<file path="config.mk">
export PLATFORM = sky130hd
export DESIGN_NAME = alaw_pcm_tx
export DESIGN_NICKNAME = d
export VERILOG_FILES = /design/src/rtl/alaw_pcm_tx.sv
export SDC_FILE = /design/constraint.sdc
export NUM_CORES = 1
export LEC_CHECK = 0
export BUFFER_PORTS_ARGS = -buffer_cell sky130_fd_sc_hd__buf_2
export CELL_PAD_IN_SITES_DETAIL_PLACEMENT = 0
export CELL_PAD_IN_SITES_GLOBAL_PLACEMENT = 1
export CORE_ASPECT_RATIO = 1.1
export CORE_MARGIN = 2
export CORE_UTILIZATION = 53
export CTS_BUF_LIST = sky130_fd_sc_hd__clkbuf_4 sky130_fd_sc_hd__clkbuf_8
export CTS_CLUSTER_SIZE = 24
export DETAILED_ROUTE_END_ITERATION = 8
export PLACE_DENSITY = 0.89
export RECOVER_POWER = 50
export SLEW_MARGIN = 5
export SYNTH_ARGS = -nofsm -noshare
export SYNTH_HDL_FRONTEND = slang
export SYNTH_SLANG_ARGS = --single-unit
</file>
<file path="constraint.sdc">
create_clock -name clk -period 7.27 [get_ports clk]
set_input_delay 1.454 -clock clk [delete_from_list [all_inputs] [get_ports clk]]
set_output_delay 1.454 -clock clk [all_outputs]
set_load 0.03 [all_outputs]
</file>
<file path="src/rtl/alaw_pcm_tx.sv">
// Serial PCM transmitter: buffers A-law codes in a small FIFO and shifts them out MSB-first
// as back-to-back 8-bit frames with frame sync, filling underruns with IDLE_CODE.
module alaw_pcm_tx #(
  parameter int          FIFO_DEPTH = 4,
  parameter int          BIT_DIV    = 8,
  parameter logic [7:0]  IDLE_CODE  = 8'hD5
) (
  input  logic                          clk,
  input  logic                          rst,
  input  logic [7:0]                    in_alaw,
  input  logic                          in_valid,
  output logic                          in_ready,
  output logic                          pcm_data,
  output logic                          pcm_fsync,
  output logic                          pcm_bit_start,
  output logic [$clog2(FIFO_DEPTH):0]   fifo_level,
  output logic [7:0]                    underrun_cnt
);

  localparam int AW = $clog2(FIFO_DEPTH);
  localparam int LW = AW + 1;
  localparam int DW = $clog2(BIT_DIV);
  localparam logic [DW-1:0] DIV_LAST   = DW'(BIT_DIV - 1);
  localparam logic [LW-1:0] LEVEL_FULL = LW'(FIFO_DEPTH);

  logic [7:0]    mem [FIFO_DEPTH];
  logic [AW-1:0] wr_ptr;
  logic [AW-1:0] rd_ptr;
  logic [DW-1:0] div_cnt;
  logic [2:0]    bit_idx;
  logic [7:0]    shift;
  logic          started;

  logic       tick;
  logic       load;
  logic       push;
  logic       pop;
  logic [7:0] load_byte;

  // Pop decisions use the pre-edge level, so a byte pushed on a load edge waits a frame.
  always_comb begin
    tick      = (div_cnt == DIV_LAST);
    load      = !started || (bit_idx == 3'd0);
    in_ready  = (fifo_level != LEVEL_FULL);
    push      = in_valid && in_ready;
    pop       = tick && load && (fifo_level != '0);
    load_byte = pop ? mem[rd_ptr] : IDLE_CODE;
  end

  always_ff @(posedge clk) begin
    if (push && !rst) begin
      mem[wr_ptr] <= in_alaw;
    end
  end

  always_ff @(posedge clk) begin
    if (rst) begin
      div_cnt       <= '0;
      bit_idx       <= 3'd7;
      started       <= 1'b0;
      shift         <= '0;
      wr_ptr        <= '0;
      rd_ptr        <= '0;
      fifo_level    <= '0;
      pcm_data      <= 1'b0;
      pcm_fsync     <= 1'b0;
      pcm_bit_start <= 1'b0;
      underrun_cnt  <= '0;
    end else begin
      div_cnt       <= tick ? '0 : div_cnt + 1'b1;
      pcm_bit_start <= tick;
      if (push) begin
        wr_ptr <= wr_ptr + 1'b1;
      end
      if (pop) begin
        rd_ptr <= rd_ptr + 1'b1;
      end
      fifo_level <= fifo_level + LW'(push) - LW'(pop);

      // Frame boundary loads a new byte; otherwise walk down the current one.
      if (tick) begin
        if (load) begin
          shift     <= load_byte;
          pcm_data  <= load_byte[7];
          pcm_fsync <= 1'b1;
          bit_idx   <= 3'd7;
          started   <= 1'b1;
          if (!pop && underrun_cnt != 8'hFF) begin
            underrun_cnt <= underrun_cnt + 1'b1;
          end
        end else begin
          bit_idx   <= bit_idx - 3'd1;
          pcm_data  <= shift[bit_idx - 3'd1];
          pcm_fsync <= 1'b0;
        end
      end
    end
  end

endmodule

</file>
==> flow_metrics.env <==
export IMPL_status="complete, but fails checks"
export IMPL_violations="max-capacitance violations, max-slew violations"
export IMPL_clock_sinks=67
export IMPL_port_buffers=25
export IMPL_cts_inserted_buffers=9
export IMPL_utilization_pct=62.7
export IMPL_route_detailed_drc=0
export IMPL_r2r_end="fifo_level[2]"
export IMPL_final_layout_size_suffix_gt1_share_pct=20.3
export IMPL_fin_setup_tns_ns=0
export IMPL_syn_nets=249
export IMPL_worst_slew_pin_slew_ns=1.56
export IMPL_grt_max_degree=38
export IMPL_wl_per_cell_um=15.2
export IMPL_power_density_mw_per_mm2=254
export IMPL_ys_warn_count=0
export IMPL_setup_violations=0
export IMPL_area_growth_pct=12.3
export IMPL_synthCells=227
export IMPL_drv_slew=38
export IMPL_hp_class="register to register"
export IMPL_clock_latency_ns=0.34
export IMPL_startpoint_type="primary input"
export IMPL_clockBufferDepth=2
export IMPL_n_fill_cell=426
export IMPL_postCtsSetupBuffers=0
export IMPL_dpl_hpwl_mm=3.33
export IMPL_grt_pass1_vias=1764
export IMPL_num_vias=1808
export IMPL_critical_path_class="primary input to register"
export IMPL_arrival_ns=3.26
export IMPL_via_per_inst=5.67
export IMPL_die_w_um=73.6
export IMPL_postCtsResizedCells=0
export IMPL_grt_pass1_wl_mm=8.00
export IMPL_routed_wl_mm=4.86
export IMPL_clk_pin_slew_ns=0.07
export IMPL_cts_tree="built"
export IMPL_holdCritStartpoint="div_cnt[0]"
export IMPL_max_freq_mhz=311
export IMPL_synthDistinctLibCells=44
export IMPL_hold_end="div_cnt[0]"
export IMPL_syn_area_per_cell_sq_um=12.5
export IMPL_postCtsHoldBufs=0
export IMPL_skew_ns=0.00853
export IMPL_fin_nets=278
export IMPL_cts_root_buf="clkbuf_8"
export IMPL_syn_area_sq_mm=0.00283
export IMPL_io_pins=26
export IMPL_rr_worst_depth=10
export IMPL_drt_iter0_markers=122
export IMPL_min_period_ns=3.21
export IMPL_ant_nets=0
export IMPL_globalplace_congestion=0.788
export IMPL_cp_max_fo=37
export IMPL_drt_first_pass_iters=4
export IMPL_start_util_pct=55.8
export IMPL_grt_overflow=0
export IMPL_cap_violations=1
export IMPL_period_share_pct=44.2
export IMPL_ir_drop_uv=178
export IMPL_finalHoldViolCount=0
export IMPL_rsz0062_at_grt="no"
export IMPL_num_antenna_cells=0
export IMPL_crit_required_ns=7.32
export IMPL_synth_ff_latch_count=67
export IMPL_r2r_start="div_cnt[0]"
export IMPL_rows=27
export IMPL_die_height_um=80.6
export IMPL_cp_end_kind="register"
export IMPL_maxSlewHeadroom_pct=-4.22
export IMPL_die_area_sq_mm=0.00594
export IMPL_ff2ff_setup_slack_ns=4.39
export IMPL_timing_hold_ws_ns=0.431
export IMPL_worstHoldPathCells=1
export IMPL_setup_ws_ns=4.06
export IMPL_htreeDepth=3
export IMPL_yosysSeqAreaShare_pct=58.8
export IMPL_coreArea_sq_mm=0.00507
export IMPL_antenna_found_initial=0
export IMPL_p_leak_nw=1.13
export IMPL_pre_cts_ws_ns=4.31
export IMPL_gr_usage_all_layers_pct=18.2
-- through the flow --
| step | std cells | power (mW) | instance area (sq um) |
|---|---|---|---|
| after detailed placement | 303 | 0.526 | 3000 |
| after floorplan | 227 | 0.499 | 2830 |
| after global placement | 303 | 0.523 | 3000 |
| after CTS | 319 | 0.817 | 3190 |
| after global routing | 319 | 0.844 | 3180 |
| final | 319 | 0.808 | 3180 |
-- registers in the layout, indices dropped and copies added (netlist names), named ones only --
signal,count
mem,32
shift,8
underrun_cnt,8
bit_idx,3
div_cnt,3
fifo_level,3
rd_ptr,2
wr_ptr,2
pcm_bit_start,1
pcm_data,1
pcm_fsync,1
started,1
-- where the power goes --
group / switching [mW] / internal, mW
clock network: 0.132 / 0.159
logic: 0.0563 / 0.0330
registers: 0.0129 / 0.415
-- routing by layer --
| layer | global-route usage (%) | part of all wire (%) | up-vias |
|---|---|---|---|
| met5 | 0 | 0 | - |
| met4 | 8.00 | 1.7 | 0 |
| met3 | 6.02 | 4.2 | 9 |
| met2 | 27.9 | 48 | 36 |
| met1 | 23.3 | 46 | 870 |
| li1 | - | - | 893 |
-- final cells by class --
cell class | instances | area (sq um) | share of cell area [%]
Timing Repair Buffer | 26 | 121 | 3.82
Tap cell | 58 | 72.6 | 2.28
Clock inverter | 6 | 56.3 | 1.77
Clock buffer | 10 | 131 | 4.14
Multi-Input combinational cell | 144 | 1100 | 34.7
Sequential cell | 67 | 1660 | 52.3
Inverter | 8 | 30.0 | 0.945
-- cell families (layout without fill, tap and decap cells) --
group | Yosys count | in the layout | synth area share, %
AO/OA/AOI/OAI | 35 | 35 | 8.67
XOR/XNOR | 6 | 6 | 1.86
adder cells (fa/ha/maj) | 11 | 11 | 5.13
AND/OR/NAND/NOR | 81 | 81 | 15.4
multiplexers | 11 | 11 | 7.96
flip-flops | 67 | 67 | 58.8
buffers and inverters | 16 | 50 | 2.21
-- cell usage after synthesis (all sizes together) --
cell	n	area (sq um)
or4	4	31.3
a21oi	12	60.1
or2	2	12.5
and2	6	37.5
a21bo	1	10.0
o21ai	5	25.0
nor2b	8	50.1
inv	8	30.0
or3	2	13.8
o22ai	2	12.5
mux4	9	203
o41ai	1	8.76
clkbuf	5	18.8
mux2	2	22.5
nand2	9	33.8
o211ai	2	28.8
a31oi	1	6.26
o21bai	1	7.51
a221oi	1	8.76
or3b	2	17.5
nand4	2	12.5
nand3	4	20.0
o31ai	3	22.5
a32oi	1	8.76
xnor2	6	52.6
fa	1	20.0
nand3b	1	7.51
nor2	21	78.8
nor3	13	76.3
a211oi	1	12.5
buf	3	13.8
nor4	1	6.26
o221a	1	11.3
edfxtp	32	961
dfxtp	35	701
a22oi	3	22.5
ha	10	125
nand2b	6	37.5
-- layout by cell type, fill, tap and decap left out, types with 2 or more instances in the layout --
cell type,synthesis,routed
dfxtp_1,35,35
edfxtp_1,32,32
nor2_1,21,21
buf_2,2,16
nor3_1,12,12
a21oi_1,12,12
ha_1,10,10
nand2_1,9,9
mux4_2,9,9
clkbuf_8,0,9
clkbuf_1,5,9
inv_1,8,8
nor2b_1,8,8
nand2b_1,6,6
xnor2_1,6,6
and2_1,6,5
o21ai_0,5,5
nand3_1,4,4
a22oi_1,3,3
o31ai_1,3,3
or4_1,3,3
clkinv_2,0,3
or3b_2,2,2
o22ai_1,2,2
nand4_1,2,2
or2_2,2,2
-- worst max-delay path by stage --
stage                     cells after the start     startpoint             to
after global routing                          3            rst      mem[3][6]
final                                         3            rst      mem[1][3]
after global placement                        8       in_valid  fifo_level[2]
after CTS                                     2  fifo_level[2]       in_ready
after floorplan                               7       in_valid  fifo_level[2]
after detailed placement                      8       in_valid  fifo_level[2]
-- worst max-delay path: stages --
cell and delay [ns]:
clkbuf_1 1.11, nor2_1 0.29, and2_1 0.40
(Power assumes the default switching activity.)
